**config.mk**
```make
export PLATFORM = sky130hd
export DESIGN_NAME = rx78_cart_loader
export DESIGN_NICKNAME = d
export VERILOG_FILES = /design/src/rtl/rx78_cart_loader.sv
export SDC_FILE = /design/constraint.sdc
export NUM_CORES = 1
export LEC_CHECK = 0
export ABC_AREA = 1
export BUFFER_PORTS_ARGS = -buffer_cell sky130_fd_sc_hd__buf_2
export CAP_MARGIN = 0
export CORE_MARGIN = 3
export CORE_UTILIZATION = 49
export DETAILED_ROUTE_END_ITERATION = 10
export PLACE_DENSITY_LB_ADDON = 0.05
export SETUP_SLACK_MARGIN = 0.15
export SLEW_MARGIN = 0
export SYNTH_ARGS = -nofsm -noshare
export SYNTH_HDL_FRONTEND = slang
export SYNTH_SLANG_ARGS = --single-unit
```
**constraint.sdc**
```tcl
create_clock -name clk -period 3.6 [get_ports clk]
set_clock_uncertainty 0.05 [all_clocks]
set_input_delay 0.18 -clock clk [delete_from_list [all_inputs] [get_ports clk]]
set_output_delay 0.18 -clock clk [all_outputs]
set_load 0.03 [all_outputs]
```
**src/rtl/rx78_cart_loader.sv**
```systemverilog
// RX-78 cartridge loader: streams an HPS file download into the 32 KiB cartridge
// BRAM window, pads the unused tail with FILL_BYTE, then reports size and mirror mask.
module rx78_cart_loader #(
   parameter logic [7:0]  CART_INDEX = 8'd1,
   parameter int unsigned ADDR_W     = 15,
   parameter logic [7:0]  FILL_BYTE  = 8'hFF
) (
   input  logic              clk,
   input  logic              reset,
   input  logic              ioctl_download,
   input  logic [7:0]        ioctl_index,
   input  logic              ioctl_wr,
   input  logic [24:0]       ioctl_addr,
   input  logic [7:0]        ioctl_dout,
   output logic              cart_we,
   output logic [ADDR_W-1:0] cart_addr,
   output logic [7:0]        cart_din,
   output logic              cart_valid,
   output logic [ADDR_W:0]   cart_size,
   output logic [ADDR_W-1:0] cart_mask,
   output logic              overflow,
   output logic              hold_reset
);

   localparam int unsigned SZ_W = ADDR_W + 1;
   // One past the last window address; also the saturated size value.
   localparam logic [SZ_W-1:0] WIN = SZ_W'(1) << ADDR_W;

   localparam logic [1:0] IDLE = 2'd0;
   localparam logic [1:0] LOAD = 2'd1;
   localparam logic [1:0] PAD  = 2'd2;
   localparam logic [1:0] DONE = 2'd3;

   logic [1:0]        state_q, state_d;
   logic [SZ_W-1:0]   size_q, size_d;
   logic [SZ_W-1:0]   pad_q, pad_d;
   logic              we_d;
   logic [ADDR_W-1:0] addr_d;
   logic [7:0]        din_d;
   logic              valid_d;
   logic [SZ_W-1:0]   size_out_d;
   logic [ADDR_W-1:0] mask_d;
   logic              ovf_d;
   logic              hold_d;
   logic              do_load;

   logic              start_c;
   logic              in_win_c;
   logic [SZ_W-1:0]   addr_p1_c;

   assign start_c   = ioctl_download && (ioctl_index == CART_INDEX);
   assign in_win_c  = (ioctl_addr[24:ADDR_W] == '0);
   assign addr_p1_c = SZ_W'(ioctl_addr[ADDR_W-1:0]) + SZ_W'(1);

   // Mirror mask: smear the highest set bit of (size-1) downward, giving 2^k-1 >= size-1.
   function automatic logic [ADDR_W-1:0] mask_of(input logic [SZ_W-1:0] sz);
      logic [ADDR_W-1:0] m;
      m = (sz == '0) ? '0 : ADDR_W'(sz - SZ_W'(1));
      for (int i = 0; i < int'(ADDR_W); i++) begin
         m = m | (m >> 1);
      end
      return m;
   endfunction

   // Next-state and next-output logic.
   always_comb begin
      state_d    = state_q;
      size_d     = size_q;
      pad_d      = pad_q;
      we_d       = 1'b0;
      addr_d     = cart_addr;
      din_d      = cart_din;
      valid_d    = cart_valid;
      size_out_d = cart_size;
      mask_d     = cart_mask;
      ovf_d      = overflow;
      do_load    = 1'b0;

      case (state_q)
         IDLE, DONE: begin
            if (start_c) begin
               state_d    = LOAD;
               valid_d    = 1'b0;
               size_out_d = '0;
               mask_d     = '0;
               ovf_d      = 1'b0;
               size_d     = '0;
               do_load    = 1'b1;
            end
         end
         LOAD: begin
            do_load = 1'b1;
            if (!ioctl_download) begin
               state_d = PAD;
            end
         end
         PAD: begin
            // pad_q reaching WIN means the last window byte was written last cycle.
            if (pad_q == WIN) begin
               state_d    = DONE;
               valid_d    = 1'b1;
               size_out_d = size_q;
               mask_d     = mask_of(size_q);
            end else begin
               we_d   = 1'b1;
               addr_d = pad_q[ADDR_W-1:0];
               din_d  = FILL_BYTE;
               pad_d  = pad_q + SZ_W'(1);
            end
         end
         default: begin
            state_d = IDLE;
         end
      endcase

      // Download byte: in-window bytes are written and extend size, others flag overflow.
      if (do_load && ioctl_wr) begin
         if (in_win_c) begin
            we_d   = 1'b1;
            addr_d = ioctl_addr[ADDR_W-1:0];
            din_d  = ioctl_dout;
            if (addr_p1_c > size_d) begin
               size_d = addr_p1_c;
            end
         end else begin
            ovf_d  = 1'b1;
            size_d = WIN;
         end
      end

      // Padding resumes right after the highest loaded byte.
      if (state_q == LOAD) begin
         pad_d = size_d;
      end

      hold_d = (state_d == LOAD) || (state_d == PAD);
   end

   // State and output registers with synchronous reset.
   always_ff @(posedge clk) begin
      if (reset) begin
         state_q    <= IDLE;
         size_q     <= '0;
         pad_q      <= '0;
         cart_we    <= 1'b0;
         cart_addr  <= '0;
         cart_din   <= '0;
         cart_valid <= 1'b0;
         cart_size  <= '0;
         cart_mask  <= '0;
         overflow   <= 1'b0;
         hold_reset <= 1'b0;
      end else begin
         state_q    <= state_d;
         size_q     <= size_d;
         pad_q      <= pad_d;
         cart_we    <= we_d;
         cart_addr  <= addr_d;
         cart_din   <= din_d;
         cart_valid <= valid_d;
         cart_size  <= size_out_d;
         cart_mask  <= mask_d;
         overflow   <= ovf_d;
         hold_reset <= hold_d;
      end
   end

endmodule

```
# Yosys cells after proc, flatten, opt, wreduce, memory -nomap -nowiden
# Cells that the tools add are included.
[op_classes]
add_sub_neg = 3
n_mul = 0
div = 0
n_lt_le_gt_ge = 1
eq_ne = 10
n_shift = 0
muxes = 40
bitwise = 15
n_reduce_logical = 11
[op_table]
columns = ["operator", "n"]
rows = [
  ["15-bit by 14-bit bitwise OR with 15-bit output", 15],
  ["16-bit 2-to-1 mux", 10],
  ["15-bit 2-to-1 mux", 7],
  ["8-bit 2-to-1 mux", 4],
  ["16-bit one-hot mux with 2 select lines", 1],
  ["15-bit one-hot mux with 2 select lines", 1],
  ["15-bit by 1-bit adder with 16-bit output (second input constant)", 1],
  ["16-bit by 1-bit adder with 16-bit output (second input constant)", 1],
  ["16-bit equality test (second input constant)", 1],
  ["16-bit greater-than comparator", 1],
  ["16-bit zero test", 1],
  ["15-bit by 1-bit subtractor with 15-bit output (second input constant)", 1],
  ["1-bit 2-to-1 mux", 11],
  ["10-bit zero test", 1],
  ["8-bit by 1-bit equality test with 1-bit output (second input constant)", 1],
  ["2-bit equality test (second input constant)", 3],
  ["2-bit 2-to-1 mux", 3],
  ["2-bit one-hot mux with 3 select lines", 1],
  ["2-bit by 1-bit equality test with 1-bit output (second input constant)", 2],
  ["2-bit inequality test (second input constant)", 2],
  ["1-bit one-hot mux with 2 select lines", 2],
  ["2-bit nonzero test", 2],
  ["3-bit AND reduction", 1],
  ["1-bit logical AND", 2],
  ["other kinds (5)", 5],
]
[word_totals]
reg_bits = 92
latchBits = 0
ram_bits = 0
romBits = 0
in_bits = 45
out_inout_bits = 58
mem_count = 0

# Depth between registers and ports, before layout
# Gate-level depths: netlist of the first run.
[logic_depth]
word_depth = 19
mapped_depth = 22
ltp_nobuf = 22

# Worst setup path after synthesis of the first run
# OpenSTA, ideal clock, no wires.
[synth_timing]
kind = "register to register"
from = "register state_q[0]"
to = "register pad_q[13]"
arrival_ps = 2948
t_required_ps = 3482
path_slack_ps = 534
stages_incl_launch_ff = 18
path_buffers = 2
path_cell_list = "dfxtp_1 -> inv_1 -> ha_1 -> nand3_4 -> clkbuf_1 -> nand2_1 -> ha_1 -> inv_1 -> nor4_2 -> inv_1 -> o21ai_1 -> nand2_4 -> nor2_8 -> buf_12 -> nand2_2 -> nand3_1 -> nand2_1 -> a21oi_2"
[synth_between]
elab_chain_cells = 8
elab_cells_between_ends = 16
cone_classes = "1 x order compare; 4 x eq/ne; 6 x mux; 5 x reduce/logical"
[synth_rtl]
columns = ["item", "line_no", "rtl"]
rows = [
  ["start: declaration", "34", "logic [1:0] state_q, state_d;"],
  ["start signal: assignment", "154", "state_q <= state_d;"],
  ["2-bit equality test / 2-bit zero test (equally long branches)", "79", "case (state_q)"],
  ["2-bit OR reduction", "79", ""],
  ["16-bit 2-to-1 mux", "79", ""],
  ["16-bit greater-than comparator", "122", "if (addr_p1_c > size_d) begin"],
  ["16-bit 2-to-1 mux", "122", ""],
  ["16-bit 2-to-1 mux", "118", "if (in_win_c) begin"],
  ["16-bit 2-to-1 mux", "117", "if (do_load && ioctl_wr) begin"],
  ["16-bit 2-to-1 mux", "132", "if (state_q == LOAD) begin"],
  ["end signal: assignment", "156", "pad_q <= pad_d;"],
  ["end: declaration", "36", "logic [SZ_W-1:0] pad_q, pad_d;"],
]
# Several ways; a longest one is shown, not always the timed one.
# A chain may end at the register's enable or synchronous reset.

# Final worst setup path of the first run
[layout_timing]
from = "register state_q[0]"
to = "register pad_q[2]"
# Same word-level chain as after synthesis.

==> results_dict.tcl, run 1 <==
set metrics [dict create \
    status "completed" \
    min_path_type "input port to register" \
    drive_above_1_share 0.205 \
    crit_type "register to register" \
    yosys_warnings 0 \
    drv_slew 0 \
    grt_pass1_vias 5404 \
    place.detailed.instances 1050 \
    clk_path_buf_depth 2 \
    synth_top_family_by_area "simple AND/OR/NAND/NOR gates" \
    antenna_cells 0 \
    rsz0062_at_grt "false" \
    fin_crit_sh 0.908 \
    cts_setup_buffers 0 \
    synth_cell_types 47 \
    crit_fanout 19 \
    cellPowerDensity_nw_per_um2 320 \
    synth_compound_area_frac 0.162 \
    post-route-min-period_ns 3.27 \
    ys_seq_elements 92 \
    synth_xor_area_frac 0.0340 \
    drt-pass1-iter-count 5 \
    final_core_util 0.593 \
    design_power_total_w 0.00210 \
    synthTopCellsByCount "nand2_1 (211), dfxtp_1 (92), inv_1 (92), a21oi_1 (82), nor2_1 (61)" \
    antenna_found_initial 0 \
    synth-main-ff-cell "dfxtp_1" \
    power_frac_comb 0.068 \
    syn-cell-area_um2 5670 \
    die_w_um 114 \
    switching_share 0.262 \
    endpoint_kind "register" \
    fill_cells 1094 \
    setup_viol 0 \
    grt_start_max_net_pins 67 \
    stdcell_count 1066 \
    startpoint_type "register" \
    synth_top_area_frac 0.325 \
    yosys.area_share.simple 0.335 \
    p_int_w 0.00155 \
    grt_pass1_wl_um 25600 \
    routed_wl_um 15500 \
    grtUsageTotal 0.243 \
    die_h_um 114 \
    syn_to_final_growth_pct 15.9 \
    synth.avg_cell_area_um2 6.82 \
    ys_seq_area_frac 0.325 \
    cts-root-buf "clkbuf_16" \
    cts_resized 0 \
    synth_edf_count 0 \
    path_clk_slew_ns 0.07 \
    finalHoldViolCount 0 \
    cts_tree "yes" \
    h-tree-depth 3 \
    tns_ns 0 \
    start_util 0.512 \
    yosysTopAreaCell "dfxtp_1" \
    insertion_delay_ns 0.35 \
    power.share.clock 0.449 \
    relSlewSlack 0.448 \
    die_area_um2 12900 \
    synthAdderAreaFrac 0.0508 \
    vdd_ir_drop_max_v 0.000271 \
    grt_overflow_total 0 \
    drc 0 \
    hpwlAfterDp_um 11600 \
    syn_nets 899 \
    port_buffers 102 \
    critPathRequiredTime_ns 3.85 \
    row_count 38 \
    p_leak_nw 3.00 \
    boundaryPins 103 \
    async_flop_share 0 \
    post_drt_wl_per_cell_um 14.5 \
    nNetsFinal 989 \
    fmax_mhz 306 \
    core_area_um2 11100 \
    cts.sinks 92 \
    synth_mux_area_frac 0 \
    num_vias 5692 \
    synthCells 831 \
    ant_nets 0 \
    synth.most_common_cell "nand2_1" \
    synth_area_leaders "dfxtp_1 (33%), nand2_1 (14%), a21oi_1 (7.2%)" \
    p_sw_w 0.000551 \
    tightestPinTransition_ns 0.827 \
    cts_hold_buf 0 \
    first_iter_violations 376 \
    cts_buffers 9 \
    p_seq_frac 0.483 \
    arrival_ns 3.52 \
    gp_congestion 0.907 \
    cap_violations 0 \
    avgViaCountPerCell 5.34 \
]
[final cells by class]
type                    instances  area [µm²]  area share
multi-input cells             607        3300       0.503
clock buffers                   9         225      0.0343
repair buffers                112         586      0.0892
flip-flops and latches         92        1840       0.281
inverters                      99         372      0.0566
well taps                     140         175      0.0267
clock inverters                 7        65.1     0.00991
[metal layers]
| metal | share of wire | track usage | vias up | wire length (µm) |
|---|---|---|---|---|
| met4 | 0.016 | 0.0857 | 0 | 254 |
| met1 | 0.46 | 0.321 | 2645 | 7180 |
| met3 | 0.039 | 0.0329 | 19 | 598 |
| met2 | 0.48 | 0.408 | 110 | 7470 |
| li1 | - | - | 2918 | - |
| met5 | 0 | 0 | - | 0 |
[worst paths after layout]
check	endpoint	start	cells after the start	slack (ns)
setup / recovery	pad_q[2]	state_q[0]	14	0.33
hold / removal	cart_din[3]	ioctl_dout[3]	2	0.05
setup reg to reg	pad_q[2]	state_q[0]	14	0.33
hold reg to reg	cart_size[5]	cart_size[5]	2	0.41
[registers in the layout, indices dropped and copies added (netlist names)]
signal,count
size_q,16
state_q,2
pad_q,16
cart_mask,15
cart_valid,1
hold_reset,1
cart_we,1
cart_size,16
overflow,1
cart_addr,15
cart_din,8
[worst max-delay path, cell delays in order, from the launching register on]
cell and delay, ns:
dfxtp_1 0.38, inv_1 0.06, ha_1 0.38, nand3_4 0.26, nand2_1 0.14, ha_1 0.31, nand2_1 0.09, nor4_2 0.34
inv_1 0.07, o21ai_1 0.27, nand2_4 0.11, nor2_8 0.25, nand2_1 0.11, a21oi_1 0.25, o21a_1 0.15
[power by group through the flow]
stage	clock network [W]	logic [W]	registers (W)
6_report	0.000944	0.000143	0.00102
5_1_grt	0.00100	0.000160	0.00102
4_1_cts	0.000960	0.000142	0.00102
3_5_place_dp	0	0.000141	0.00104
3_3_place_gp	0	0.000137	0.00104
2_1_floorplan	0	0.0000837	0.00104
[cells in the final DEF (no fill, tap or decap), drive strengths merged, types with 2 or more instances in the layout]
cell	n
a21oi	87
a22oi	2
a311oi	3
a31oi	7
buf	112
clkbuf	9
clkinv	3
dfxtp	92
ha	23
inv	102
nand2	229
nand3	57
nand4	26
nor2	72
nor3	10
nor4	5
o21ai	45
o21bai	3
o221a	8
xor2	22
[cell families after synthesis]
group	Yosys count
compound gates	159
xor+xnor	22
fa+ha+maj	23
buf+inv	132
flops	92
simple gates	403
[stage by stage]
stage	setup WS, ns	hold WS (ns)	cell area [µm²]
floorplan	0.534	0.214	5670
global placement	0.314	0.398	6270
detailed placement	0.116	0.402	6270
CTS	0.349	0.0380	6570
global route	0.154	0.0491	6570
finish	0.332	0.0495	6570
Power figures use the tool's default switching activity.
==> inputs of run 2 (changes only) <==
Settings changed: ABC_AREA 1 to not set, PLACE_DENSITY set to 0.72, PLACE_DENSITY_LB_ADDON 0.05 to not set.
==> results_dict.tcl, run 2 <==
set metrics [dict create \
    synth_xor_area_frac 0.0391 \
    syn-cell-area_um2 5370 \
    antenna_cells 0 \
    routed_wl_um 16800 \
    syn_nets 741 \
    nNetsFinal 850 \
    relSlewSlack 0.333 \
    fmax_mhz 300 \
    cts_buffers 9 \
    reg2reg_from "state_q[0]" \
    final_cell_mix "buf_2 (102), dfxtp_1 (91), nor2_1 (89), nand2_1 (48), buf_4 (39)" \
    drv_slew 0 \
    grt_overflow_total 0 \
    largestRegisters "cart_size (16), pad_q (16), size_q (16)" \
    regArea_um2 1840 \
    insertion_delay_ns 0.38 \
    synth-main-ff-cell "dfxtp_1" \
    hpwlAfterDp_um 12200 \
    row_count 37 \
    synth_top_area_frac 0.343 \
    drive_above_1_share 0.249 \
    power_frac_comb 0.070 \
    grt_start_max_net_pins 49 \
    post-route-min-period_ns 3.33 \
    p_seq_frac 0.524 \
    ant_nets 0 \
    cp-startpoint "state_q[0]" \
    fill_cells 972 \
    synth_area_leaders "dfxtp_1 (34%), nor2_1 (6.2%), ha_1 (5.4%)" \
    drt-pass1-iter-count 5 \
    clk_path_buf_depth 2 \
    design_power_total_w 0.00194 \
    ys_seq_area_frac 0.343 \
    grtUsageMet2 0.412 \
    startpoint_type "register" \
    p_leak_nw 2.74 \
    tightestPinTransition_ns 0.993 \
    grtUsageTotal 0.261 \
    vdd_ir_drop_max_v 0.000172 \
    cts_hold_buf 0 \
    cellPowerDensity_nw_per_um2 294 \
    synth.avg_cell_area_um2 7.98 \
    power.share.clock 0.406 \
    num_vias 5619 \
    avgViaCountPerCell 6.09 \
    stdcell_count 923 \
    busiest_layer "met2" \
    crit_fanout 8 \
    final_common_cell "buf_2" \
    yosys.area_share.simple 0.269 \
    reg2reg_slack_ns 0.27 \
    synth.most_common_cell "dfxtp_1" \
    synthAdderAreaFrac 0.0536 \
    ff2ff_path_depth 15 \
    whs_ns 0.0375 \
    ys_seq_elements 92 \
    cts-root-buf "clkbuf_8" \
    multiInputGateArea_um2 3380 \
    die_h_um 111 \
    synthCells 673 \
    post_drt_wl_per_cell_um 18.2 \
    die_w_um 111 \
    yosys_warnings 0 \
    die_area_um2 12300 \
    synth_compound_area_frac 0.215 \
    synth_edf_count 0 \
    path_clk_slew_ns 0.10 \
    reg2reg_to "pad_q[4]" \
    drc 0 \
    met1_usage 0.363 \
    status "completed" \
    gp_congestion 0.925 \
    port_buffers 102 \
    h-tree-depth 3 \
    synth_top_family_by_area "simple AND/OR/NAND/NOR gates" \
    critPathRequiredTime_ns 3.83 \
    min_path_type "input port to register" \
    async_flop_share 0 \
    switching_share 0.236 \
    finalHoldViolCount 0 \
    place.detailed.instances 899 \
    yosysTopAreaCell "dfxtp_1" \
    crit_type "register to register" \
    arrival_ns 3.56 \
    met3_usage 0.0393 \
    synth_mux_area_frac 0.0326 \
    setup_viol 0 \
    first_iter_violations 445 \
    p_int_w 0.00148 \
    antenna_found_initial 0 \
    syn_to_final_growth_pct 22.6 \
    synth_cell_types 62 \
    rsz0062_at_grt "false" \
    grt_pass1_vias 5293 \
    grt_pass1_wl_um 26800 \
    cts.sinks 92 \
    p_sw_w 0.000457 \
    critPathCapture "pad_q[4]" \
    synthTopCellsByCount "dfxtp_1 (92), nor2_1 (89), nand2_1 (50), clkbuf_1 (43), nand3_1 (36)" \
    cts_tree "yes" \
    endpoint_kind "register" \
    cap_violations 0 \
    start_util 0.511 \
    fin_crit_sh 0.926 \
    boundaryPins 103 \
    core_area_um2 10500 \
]
run 2: changes by cell type after synthesis, moves of 15 or more:
cell	before	now
a211oi_1	0	21
mux2i_1	0	16
inv_1	92	14
a22oi_1	2	25
nand4_1	25	10
nor3_1	6	34
nor2_1	61	89
a21oi_1	82	25
clkbuf_1	22	43
xnor2_1	0	15
nand2_1	211	50
run 2: power by group through the flow:
stage	logic, W	registers, W	clock network [W]
floorplan	0.0000596	0.00104	0
global placement	0.000124	0.00104	0
detailed placement	0.000128	0.00104	0
CTS	0.000129	0.00102	0.000791
global route	0.000148	0.00102	0.000830
finish	0.000136	0.00102	0.000787
run 2: per-layer routing:
layer / part of all wire / up-vias
met5: 0 / -
met1: 0.45 / 2681
met4: 0.024 / 0
li1: - / 2689
met2: 0.46 / 216
met3: 0.065 / 33
run 2: metrics by stage:
| stage | setup WS (ns) | setup TNS, ns | area (µm²) | utilization |
|---|---|---|---|---|
| 6_report | 0.266 | 0 | 6590 | 0.627 |
| 5_1_grt | 0.135 | 0 | 6590 | 0.627 |
| 4_1_cts | 0.182 | 0 | 6380 | 0.608 |
| 3_5_place_dp | -0.0116 | -0.0116 | 6170 | 0.587 |
| 3_3_place_gp | 0.156 | 0 | 6170 | 0.587 |
| 2_1_floorplan | 0.165 | 0 | 5400 | - |
run 2: what timing repair did:
action | in CTS | in global routing
setup buffers | 0 | 5
resized for setup | 0 | 20
setup endpoints to repair | 0 | 30
endpoints found under the hold margin | 0 | 0
run 2: area by class of cell:
class,instances,share of cell area
Multi-Input combinational cell,517,0.514
Inverter,14,0.00798
Sequential cell,92,0.280
Tap cell,136,0.0258
Clock buffer,12,0.0220
Timing Repair Buffer,148,0.139
Clock inverter,4,0.0110
run 2: cell families (layout without fill, tap and decap cells):
logic type | count (synthesis) | count (layout)
compound gates | 166 | 166
xor+xnor | 24 | 24
fa+ha+maj | 23 | 23
buf+inv | 64 | 178
flops | 92 | 92
mux | 17 | 17
simple gates | 287 | 287
run 2: worst min-delay path by stage:
stage | from | slack [ns] | endpoint | cells after the start
after floorplan | ioctl_dout[0] | 0.31 | cart_din[0] | 2
after global placement | cart_mask[8] | 0.38 | cart_mask[8] | 1
after detailed placement | cart_mask[9] | 0.39 | cart_mask[9] | 2
after CTS | ioctl_dout[6] | 0.03 | cart_din[6] | 3
after global routing | ioctl_dout[7] | 0.05 | cart_din[7] | 3
final | ioctl_dout[6] | 0.04 | cart_din[6] | 3
run 2: worst max-delay path, cell delays in order (launching register included):
cell      delay (ns)
dfxtp_2         0.33
inv_1           0.10
ha_4            0.22
nand4_1         0.16
buf_6           0.18
nand2_2         0.08
ha_4            0.28
nand4_1         0.15
nor4b_4         0.36
a21bo_2         0.27
and4_4          0.21
nor3_4          0.22
buf_6           0.13
buf_12          0.11
nand3_1         0.11
a311oi_2        0.26
